===== src/rtl/peak_report_pkg.sv =====
`default_nettype none
// ============================================================================
//  Module      : peak_report_pkg
//  Description : Shared constants, record field slices, frame beat indices,
//                framer state encoding and the beat-content builder used by
//                the peak report framer.
//  Ports       : none (package)
//  Revision    : 1.0 - initial release
// ============================================================================
package peak_report_pkg;

    localparam int          FRAME_BEATS         = 6;
    localparam logic [31:0] DEFAULT_FRAME_MAGIC = 32'h504B504B;   // "PKPK"

    localparam int REC_W   = 256;
    localparam int CID_W   = 64;
    localparam int BEAT_W  = 64;
    localparam int ENTRY_W = CID_W + REC_W;

    // Record field slices (record is MSB-first on the detector bus)
    localparam int NUM_MSB   = 255;
    localparam int NUM_LSB   = 192;
    localparam int VAL_I_MSB = 191;
    localparam int VAL_I_LSB = 128;
    localparam int VAL_Q_MSB = 127;
    localparam int VAL_Q_LSB = 64;
    localparam int IDX_MSB   = 63;
    localparam int IDX_LSB   = 0;

    // Beat indices within a frame
    localparam logic [2:0] BEAT_HDR   = 3'd0;
    localparam logic [2:0] BEAT_CID   = 3'd1;
    localparam logic [2:0] BEAT_NUM   = 3'd2;
    localparam logic [2:0] BEAT_VAL_I = 3'd3;
    localparam logic [2:0] BEAT_VAL_Q = 3'd4;
    localparam logic [2:0] BEAT_IDX   = 3'd5;

    localparam logic [15:0] HDR_BEAT_COUNT = 16'(FRAME_BEATS);

    typedef enum logic [0:0] {
        IDLE = 1'b0,
        SEND = 1'b1
    } state_t;

    // Content of one frame beat for a given beat index
    function automatic logic [BEAT_W-1:0] build_beat(
        input logic [2:0]       beat,
        input logic [31:0]      magic,
        input logic [15:0]      seq,
        input logic [CID_W-1:0] cid,
        input logic [REC_W-1:0] rec
    );
        case (beat)
            BEAT_HDR:   build_beat = {magic, seq, HDR_BEAT_COUNT};
            BEAT_CID:   build_beat = cid;
            BEAT_NUM:   build_beat = rec[NUM_MSB:NUM_LSB];
            BEAT_VAL_I: build_beat = rec[VAL_I_MSB:VAL_I_LSB];
            BEAT_VAL_Q: build_beat = rec[VAL_Q_MSB:VAL_Q_LSB];
            BEAT_IDX:   build_beat = rec[IDX_MSB:IDX_LSB];
            default:    build_beat = '0;
        endcase
    endfunction

endpackage
`default_nettype wire


===== src/rtl/peak_report_framer_if.sv =====
`default_nettype none
// ============================================================================
//  Module      : peak_report_framer_if
//  Description : AXI-Stream style bundle used for both the peak record input
//                and the framed 64-bit output.
//  Ports       : tdata/tvalid/tlast/tkeep (master -> slave), tready (back)
//  Revision    : 1.0 - initial release
// ============================================================================
interface peak_report_framer_if #(
    parameter int DATA_W = 64
);
    localparam int KEEP_W = DATA_W / 8;

    logic [DATA_W-1:0] tdata;
    logic              tvalid;
    logic              tready;
    logic              tlast;
    logic [KEEP_W-1:0] tkeep;

    modport master (output tdata, output tvalid, output tlast, output tkeep, input tready);
    modport slave  (input tdata, input tvalid, input tlast, input tkeep, output tready);

endinterface
`default_nettype wire


===== src/rtl/peak_record_fifo.sv =====
`default_nettype none
// ============================================================================
//  Module      : peak_record_fifo
//  Description : Synchronous FIFO, first-word-fall-through read data.
//                A push while full is accepted only if a pop happens on the
//                same edge.
//  Ports       : aclk, aresetn (sync, active-low), push/push_data,
//                pop/pop_data, count, full, empty
//  Revision    : 1.0 - initial release
// ============================================================================
module peak_record_fifo #(
    parameter int DEPTH = 4,
    parameter int WIDTH = 320,
    localparam int PTR_W = $clog2(DEPTH),
    localparam int CNT_W = PTR_W + 1
) (
    input  logic             aclk,
    input  logic             aresetn,
    input  logic             push,
    input  logic [WIDTH-1:0] push_data,
    input  logic             pop,
    output logic [WIDTH-1:0] pop_data,
    output logic [CNT_W-1:0] count,
    output logic             full,
    output logic             empty
);

    logic [WIDTH-1:0] r_mem [DEPTH];
    logic [PTR_W-1:0] r_wr_ptr;
    logic [PTR_W-1:0] r_rd_ptr;
    logic [CNT_W-1:0] r_count;
    logic             w_do_push;
    logic             w_do_pop;

    assign empty     = (r_count == '0);
    assign full      = (r_count == CNT_W'(DEPTH));
    assign w_do_pop  = pop & ~empty;
    assign w_do_push = push & (~full | w_do_pop);
    assign pop_data  = r_mem[r_rd_ptr];
    assign count     = r_count;

    // Pointers wrap naturally because DEPTH is a power of two
    always_ff @(posedge aclk) begin
        if (!aresetn) begin
            r_wr_ptr <= '0;
            r_rd_ptr <= '0;
            r_count  <= '0;
        end else begin
            if (w_do_push) r_wr_ptr <= r_wr_ptr + PTR_W'(1);
            if (w_do_pop)  r_rd_ptr <= r_rd_ptr + PTR_W'(1);
            case ({w_do_push, w_do_pop})
                2'b10:   r_count <= r_count + CNT_W'(1);
                2'b01:   r_count <= r_count - CNT_W'(1);
                default: r_count <= r_count;
            endcase
        end
    end

    // Storage needs no reset; empty/full are derived from r_count
    always_ff @(posedge aclk) begin
        if (aresetn && w_do_push) r_mem[r_wr_ptr] <= push_data;
    end

endmodule
`default_nettype wire


===== src/rtl/peak_report_framer.sv =====
`default_nettype none
// ============================================================================
//  Module      : peak_report_framer
//  Description : Tags each 256-bit peak record with the latched chirp
//                counter_id, buffers it and emits it as a fixed 6-beat
//                64-bit stream frame. Never stalls the detector; records that
//                do not fit are counted in a saturating drop counter.
//  Ports       : aclk, aresetn (sync, active-low)
//                s_pk_axis  - peak record input (slave, 256-bit)
//                m_axis     - frame output (master, 64-bit)
//                cfg_latch, counter_id - chirp counter capture
//                seq_num    - sequence number of next frame to start
//                drop_count - saturating count of dropped records
//  Revision    : 1.0 - initial release
// ============================================================================
module peak_report_framer
    import peak_report_pkg::*;
#(
    parameter int          FIFO_DEPTH  = 4,
    parameter logic [31:0] FRAME_MAGIC = DEFAULT_FRAME_MAGIC
) (
    input  logic                        aclk,
    input  logic                        aresetn,
    peak_report_framer_if.slave         s_pk_axis,
    peak_report_framer_if.master        m_axis,
    input  logic                        cfg_latch,
    input  logic [CID_W-1:0]            counter_id,
    output logic [15:0]                 seq_num,
    output logic [31:0]                 drop_count
);

    localparam int CNT_W = $clog2(FIFO_DEPTH) + 1;

    logic [CID_W-1:0]   r_cid;
    logic [CID_W-1:0]   w_cid_snap;
    logic               w_push;
    logic               w_pop;
    logic               w_drop;
    logic               w_full;
    logic               w_empty;
    logic [ENTRY_W-1:0] w_head;
    logic [CID_W-1:0]   w_head_cid;
    logic [REC_W-1:0]   w_head_rec;
    logic [CNT_W-1:0]   w_unused_count;
    logic               w_unused_in;

    state_t             r_state, w_state_nxt;
    logic [2:0]         r_beat, w_beat_nxt;
    logic               r_valid, w_valid_nxt;
    logic               r_last, w_last_nxt;
    logic [BEAT_W-1:0]  r_data, w_data_nxt;
    logic [15:0]        r_seq, w_seq_nxt;
    logic [CID_W-1:0]   r_frame_cid;
    logic [REC_W-1:0]   r_frame_rec;
    logic [31:0]        r_drop;
    logic               w_hs;

    // Every input beat is a whole record, so tlast/tkeep carry no information
    assign w_unused_in = ^{s_pk_axis.tlast, s_pk_axis.tkeep};

    assign s_pk_axis.tready = aresetn;

    // A latch pulse coinciding with a record tags that record with the new id
    assign w_cid_snap = cfg_latch ? counter_id : r_cid;

    // A full FIFO still accepts when the framer drains an entry on this edge
    assign w_push = aresetn & s_pk_axis.tvalid & (~w_full | w_pop);
    assign w_drop = aresetn & s_pk_axis.tvalid & ~w_push;

    peak_record_fifo #(
        .DEPTH (FIFO_DEPTH),
        .WIDTH (ENTRY_W)
    ) u_fifo (
        .aclk      (aclk),
        .aresetn   (aresetn),
        .push      (w_push),
        .push_data ({w_cid_snap, s_pk_axis.tdata}),
        .pop       (w_pop),
        .pop_data  (w_head),
        .count     (w_unused_count),
        .full      (w_full),
        .empty     (w_empty)
    );

    assign w_head_cid = w_head[ENTRY_W-1:REC_W];
    assign w_head_rec = w_head[REC_W-1:0];
    assign w_hs       = r_valid & m_axis.tready;

    always_comb begin
        w_state_nxt = r_state;
        w_beat_nxt  = r_beat;
        w_valid_nxt = r_valid;
        w_last_nxt  = r_last;
        w_data_nxt  = r_data;
        w_seq_nxt   = r_seq;
        w_pop       = 1'b0;
        case (r_state)
            IDLE: begin
                if (!w_empty) begin
                    w_pop       = 1'b1;
                    w_state_nxt = SEND;
                    w_beat_nxt  = BEAT_HDR;
                    w_valid_nxt = 1'b1;
                    w_last_nxt  = 1'b0;
                    w_data_nxt  = build_beat(BEAT_HDR, FRAME_MAGIC, r_seq, w_head_cid, w_head_rec);
                end
            end
            SEND: begin
                if (w_hs) begin
                    if (r_beat == BEAT_IDX) begin
                        w_seq_nxt  = r_seq + 16'd1;
                        w_beat_nxt = BEAT_HDR;
                        w_last_nxt = 1'b0;
                        if (!w_empty) begin
                            // Back-to-back: header carries the already-bumped sequence number
                            w_pop      = 1'b1;
                            w_data_nxt = build_beat(BEAT_HDR, FRAME_MAGIC, w_seq_nxt, w_head_cid, w_head_rec);
                        end else begin
                            w_state_nxt = IDLE;
                            w_valid_nxt = 1'b0;
                        end
                    end else begin
                        w_beat_nxt = r_beat + 3'd1;
                        w_last_nxt = (w_beat_nxt == BEAT_IDX);
                        w_data_nxt = build_beat(w_beat_nxt, FRAME_MAGIC, r_seq, r_frame_cid, r_frame_rec);
                    end
                end
            end
            default: w_state_nxt = IDLE;
        endcase
    end

    always_ff @(posedge aclk) begin
        if (!aresetn) begin
            r_state     <= IDLE;
            r_beat      <= BEAT_HDR;
            r_valid     <= 1'b0;
            r_last      <= 1'b0;
            r_data      <= '0;
            r_seq       <= '0;
            r_cid       <= '0;
            r_drop      <= '0;
            r_frame_cid <= '0;
            r_frame_rec <= '0;
        end else begin
            r_state <= w_state_nxt;
            r_beat  <= w_beat_nxt;
            r_valid <= w_valid_nxt;
            r_last  <= w_last_nxt;
            r_data  <= w_data_nxt;
            r_seq   <= w_seq_nxt;
            if (cfg_latch) r_cid <= counter_id;
            if (w_drop && (r_drop != 32'hFFFF_FFFF)) r_drop <= r_drop + 32'd1;
            if (w_pop) begin
                r_frame_cid <= w_head_cid;
                r_frame_rec <= w_head_rec;
            end
        end
    end

    assign m_axis.tdata  = r_data;
    assign m_axis.tvalid = r_valid;
    assign m_axis.tlast  = r_last;
    assign m_axis.tkeep  = '1;
    assign seq_num       = r_seq;
    assign drop_count    = r_drop;

endmodule
`default_nettype wire


===== src/flat_wrapper.sv =====
// flat-port wrapper written by rule: the top's interface ports become plain ports
module peak_report_framer_flat import peak_report_pkg::*;
#(
    parameter int          FIFO_DEPTH  = 4,
    parameter logic [31:0] FRAME_MAGIC = DEFAULT_FRAME_MAGIC
)
  (aclk, aresetn, cfg_latch, counter_id, seq_num, drop_count, s_pk_axis_tdata, s_pk_axis_tvalid, s_pk_axis_tlast, s_pk_axis_tkeep, s_pk_axis_tready, m_axis_tdata, m_axis_tvalid, m_axis_tlast, m_axis_tkeep, m_axis_tready);
  peak_report_framer_if #(.DATA_W(256)) s_pk_axis_i ();
  peak_report_framer_if #(.DATA_W(64)) m_axis_i ();
  input  logic aclk;
  input  logic aresetn;
  input  logic cfg_latch;
  input  logic [CID_W-1:0] counter_id;
  output logic [15:0] seq_num;
  output logic [31:0] drop_count;
  input wire logic [$bits(s_pk_axis_i.tdata)-1:0] s_pk_axis_tdata;
  input wire logic [$bits(s_pk_axis_i.tvalid)-1:0] s_pk_axis_tvalid;
  input wire logic [$bits(s_pk_axis_i.tlast)-1:0] s_pk_axis_tlast;
  input wire logic [$bits(s_pk_axis_i.tkeep)-1:0] s_pk_axis_tkeep;
  output wire logic [$bits(s_pk_axis_i.tready)-1:0] s_pk_axis_tready;
  output wire logic [$bits(m_axis_i.tdata)-1:0] m_axis_tdata;
  output wire logic [$bits(m_axis_i.tvalid)-1:0] m_axis_tvalid;
  output wire logic [$bits(m_axis_i.tlast)-1:0] m_axis_tlast;
  output wire logic [$bits(m_axis_i.tkeep)-1:0] m_axis_tkeep;
  input wire logic [$bits(m_axis_i.tready)-1:0] m_axis_tready;
  assign s_pk_axis_i.tdata = s_pk_axis_tdata;
  assign s_pk_axis_i.tvalid = s_pk_axis_tvalid;
  assign s_pk_axis_i.tlast = s_pk_axis_tlast;
  assign s_pk_axis_i.tkeep = s_pk_axis_tkeep;
  assign s_pk_axis_tready = s_pk_axis_i.tready;
  assign m_axis_tdata = m_axis_i.tdata;
  assign m_axis_tvalid = m_axis_i.tvalid;
  assign m_axis_tlast = m_axis_i.tlast;
  assign m_axis_tkeep = m_axis_i.tkeep;
  assign m_axis_i.tready = m_axis_tready;
  peak_report_framer #(.FIFO_DEPTH(FIFO_DEPTH), .FRAME_MAGIC(FRAME_MAGIC)) u_core (.aclk(aclk), .aresetn(aresetn), .s_pk_axis(s_pk_axis_i), .m_axis(m_axis_i), .cfg_latch(cfg_latch), .counter_id(counter_id), .seq_num(seq_num), .drop_count(drop_count));
endmodule

===== config.mk =====
export PLATFORM = sky130hd
export DESIGN_NAME = peak_report_framer_flat
export DESIGN_NICKNAME = d
export VERILOG_FILES = /design/src/rtl/peak_report_pkg.sv /design/src/rtl/peak_report_framer_if.sv /design/src/rtl/peak_record_fifo.sv /design/src/rtl/peak_report_framer.sv /design/src/flat_wrapper.sv
export SDC_FILE = /design/constraint.sdc
export NUM_CORES = 2
export LEC_CHECK = 0
export ABC_AREA = 1
export CAP_MARGIN = 20
export CORE_MARGIN = 2
export CORE_UTILIZATION = 55
export CTS_BUF_LIST = sky130_fd_sc_hd__clkbuf_8
export CTS_CLUSTER_DIAMETER = 100
export CTS_CLUSTER_SIZE = 14
export DETAILED_ROUTE_END_ITERATION = 10
export GPL_TIMING_DRIVEN = 0
export PLACE_DENSITY = 0.75
export SLEW_MARGIN = 20
export SYNTH_ARGS = -nofsm -noshare
export SYNTH_HDL_FRONTEND = slang
export SYNTH_HIERARCHICAL = 1
export SYNTH_SLANG_ARGS = --single-unit

===== constraint.sdc =====
create_clock -name aclk -period 19.9 [get_ports aclk]
set_input_delay 2.985 -clock aclk [delete_from_list [all_inputs] [get_ports aclk]]
set_output_delay 2.985 -clock aclk [all_outputs]
set_load 0.03 [all_outputs]

==> metrics.yaml <==
area_growth_pct: 15.5
min_from: "u_core/r_frame_cid[48]"
tightest_slew_ps: 1150
rows: 130
ys_ff_latch: 1791
start_kind: "input port"
critical-path-top-delay-family: "buffers and inverters"
setup_tns_ps: 0
fillers: 9653
r2r-start: "u_core/r_beat[0]"
routed_via_density: 6.03
leakagePower_nw: 27.9
cts_buffers: 147
cp.required_ps: 16910
antenna_found_initial: 24
crit_start: "aresetn"
yosysSeqAreaShare_pct: 70.0
vdd_drop_max_mv: 0.0749
dr.pass1.iters: 8
globalplace.congestion: 1.06
grt_pass1_vias: 48988
power_frac_clock_pct: 20.6
core-area_um2: 126000
grt_max_degree: 25
sw_frac_of_total_pct: 36.8
period_needed_ps: 7550
postCtsSetupBuffers: 0
ctsHoldBuffers: 0
crit_type: "input port to output pin"
drive_gt1_share_pct: 6.84
clock-sinks: 1791
htree_levels: 4
yosys.cell_count.top_type: "edfxtp_1"
crit_arrival_ps: 4560
nets: 7364
die-area_um2: 129000
p_seq_share_pct: 50.2
overflow: 0
clkSlewWorstSetupHoldPaths_ps: 90
yosys-top-cells-area: "edfxtp_1, dfxtp_1, nor2_1, o21ai_0, nand2_1"
pin_count: 481
hold_violations: 0
syn_avg_cell_area_um2: 11.0
power_switching_mw: 3.43
routed_wl_mm: 225
slew_violations: 0
clock_skew_ps: 54.7
cts_tree: "done"
ctsLongestPathBuffers: 3
post-route-drc-count: 0
synth_common_cells: "edfxtp_1, nor2_1, o21ai_0"
drt_iter0_markers: 7629
final_core_utilization_pct: 64.0
yosys.area.top_type: "edfxtp_1"
crit_fanout: 10
dieHeight_um: 360
min_period_over_period_pct: 37.9
cp_slowest_cell: "clkdlybuf4s50_1"
die_x_um: 360
wire_per_inst_um: 25.6
synth-edff-count: 1280
p_per_area_nw_per_um2: 116
crit_path_end_kind: "output pin"
clock_latency_ps: 960
grt_pass1_wl_mm: 321
holdPathStages: 2
crit_chain: "clkdlybuf4s50_1, buf_4, clkdlybuf4s50_1"
async_flop_share_pct: 0
maxSlewHeadroom_pct: 23.2
hold_path_class: "flop to flop"
seqCellArea_um2: 48700
setup_viol: 0
netlist_instances: 6335
max_stage_delay_ps: 730
ys_warn_count: 6
crit_cells: 3
vias: 52859
io_buffers: 439
yosys.area.top_type_share_pct: 55.3
synth.distinct_cells: 37
combPwrFrac_pct: 29.1
rsz0062_at_grt: "no"
place_hpwl_mm: 167
p_int_mw: 5.89
synth-main-ff-cell: "edfxtp_1"
multi_input_area_um2: 17500
ant_nets: 0
grt.total_usage_pct: 33.9
fmax_ghz: 0.132
r2r.worst_path.cells: 19
cts_root_buf: "clkbuf_8"
start_util_pct: 55.4
worst-path-buf-inv: 3
netlist_area_um2: 69600
cts-resized-gates: 0
cp_common_cell: "clkdlybuf4s50_1"
status: "finished clean"
max-cap-violations: 0
[cells in the final DEF (no fill, tap or decap), drive strengths merged, types with 7 or more instances in the layout]
master / instances
inv: 440
o21ai: 1041
dfxtp: 511
o211ai: 10
clkinv: 9
conb: 8
buf: 277
a21oi: 373
diode: 12
nor3: 22
clkdlybuf4s50: 439
edfxtp: 1280
o22ai: 365
nand2: 678
ha: 7
nand3: 110
clkbuf: 358
nand4: 20
nor2: 1131
[flip-flops by register name, indices dropped and copies added, names as in the netlist, 2 cells and up, named ones only]
name,flops
u_core/drop_count,32
u_core/m_axis.tdata,64
u_core/r_beat,3
u_core/r_cid,64
u_core/r_frame_cid,64
u_core/r_frame_rec,256
u_core/seq_num,16
u_core/u_fifo/count,3
u_core/u_fifo/r_mem,1280
u_core/u_fifo/r_rd_ptr,2
u_core/u_fifo/r_wr_ptr,2
[power by group through the flow]
stage               combinational, mW  clock [mW]  sequential [mW]
floorplan                        1.44           0             4.71
global placement                 2.53           0             4.79
detailed placement               2.61           0             4.74
CTS                              2.62        1.95             4.66
global route                     2.85        2.08             4.70
finish                           2.71        1.92             4.68
[final cells by class]
class | instances | area share [%]
sequential | 1791 | 60.6
multi-input combinational | 3793 | 21.8
timing repair buffer | 507 | 7.53
buffer | 420 | 2.68
tap | 1650 | 2.57
clock buffer | 147 | 2.52
inverter | 338 | 1.59
clock inverter | 112 | 0.718
antenna | 12 | 0.0374
[worst paths after layout]
| kind | end | slack (ps) |
|---|---|---|
| worst min register to register | u_core/r_frame_cid[48] | 460 |
| worst max-delay path | s_pk_axis_tready | 12350 |
| worst max register to register | u_core/u_fifo/r_mem[3][149] | 14900 |
| worst min-delay path | u_core/r_frame_cid[48] | 460 |
[per-layer routing]
metal / global-route usage [%] / wire length [µm] / up-vias
li1: - / - / 23533
met1: 45.8 / 83900 / 25438
met2: 52.2 / 103000 / 3334
met3: 7.61 / 26800 / 536
met4: 16.3 / 11500 / 18
met5: 0 / 109 / -
[through the flow]
stage | setup slack [ps] | cell area (µm²) | power, mW | instances | hold slack [ps]
floorplan | 1720 | 69600 | 6.16 | 6342 | 425
global placement | -9860 | 76000 | 7.32 | 8431 | 441
detailed placement | 12010 | 77700 | 7.35 | 8499 | 449
CTS | 12360 | 80300 | 9.23 | 8758 | 461
global route | 12290 | 80400 | 9.63 | 8767 | 481
finish | 12350 | 80400 | 9.32 | 8770 | 464
[worst reg2reg max path, stage by stage (launching register included)]
cell,delay [ps]
dfxtp_1,500
inv_2,110
nor2_2,190
nand2_1,130
nand2_2,120
nand3_2,250
inv_2,210
buf_2,310
inv_1,80
nand3_1,210
nand3_1,350
nor2_4,620
buf_16,240
buf_16,170
buf_16,180
buf_16,200
buf_16,200
buf_16,190
buf_12,200
buf_12,220
[kinds of logic after synthesis]
kind of cell	share of synthesized area, %
compound gates	13.8
other cells	0.00539
buf+inv	4.93
simple gates	11.0
flops	70.0
xor+xnor	0.126
fa+ha+maj	0.155
Power figures use the tool's default switching activity.
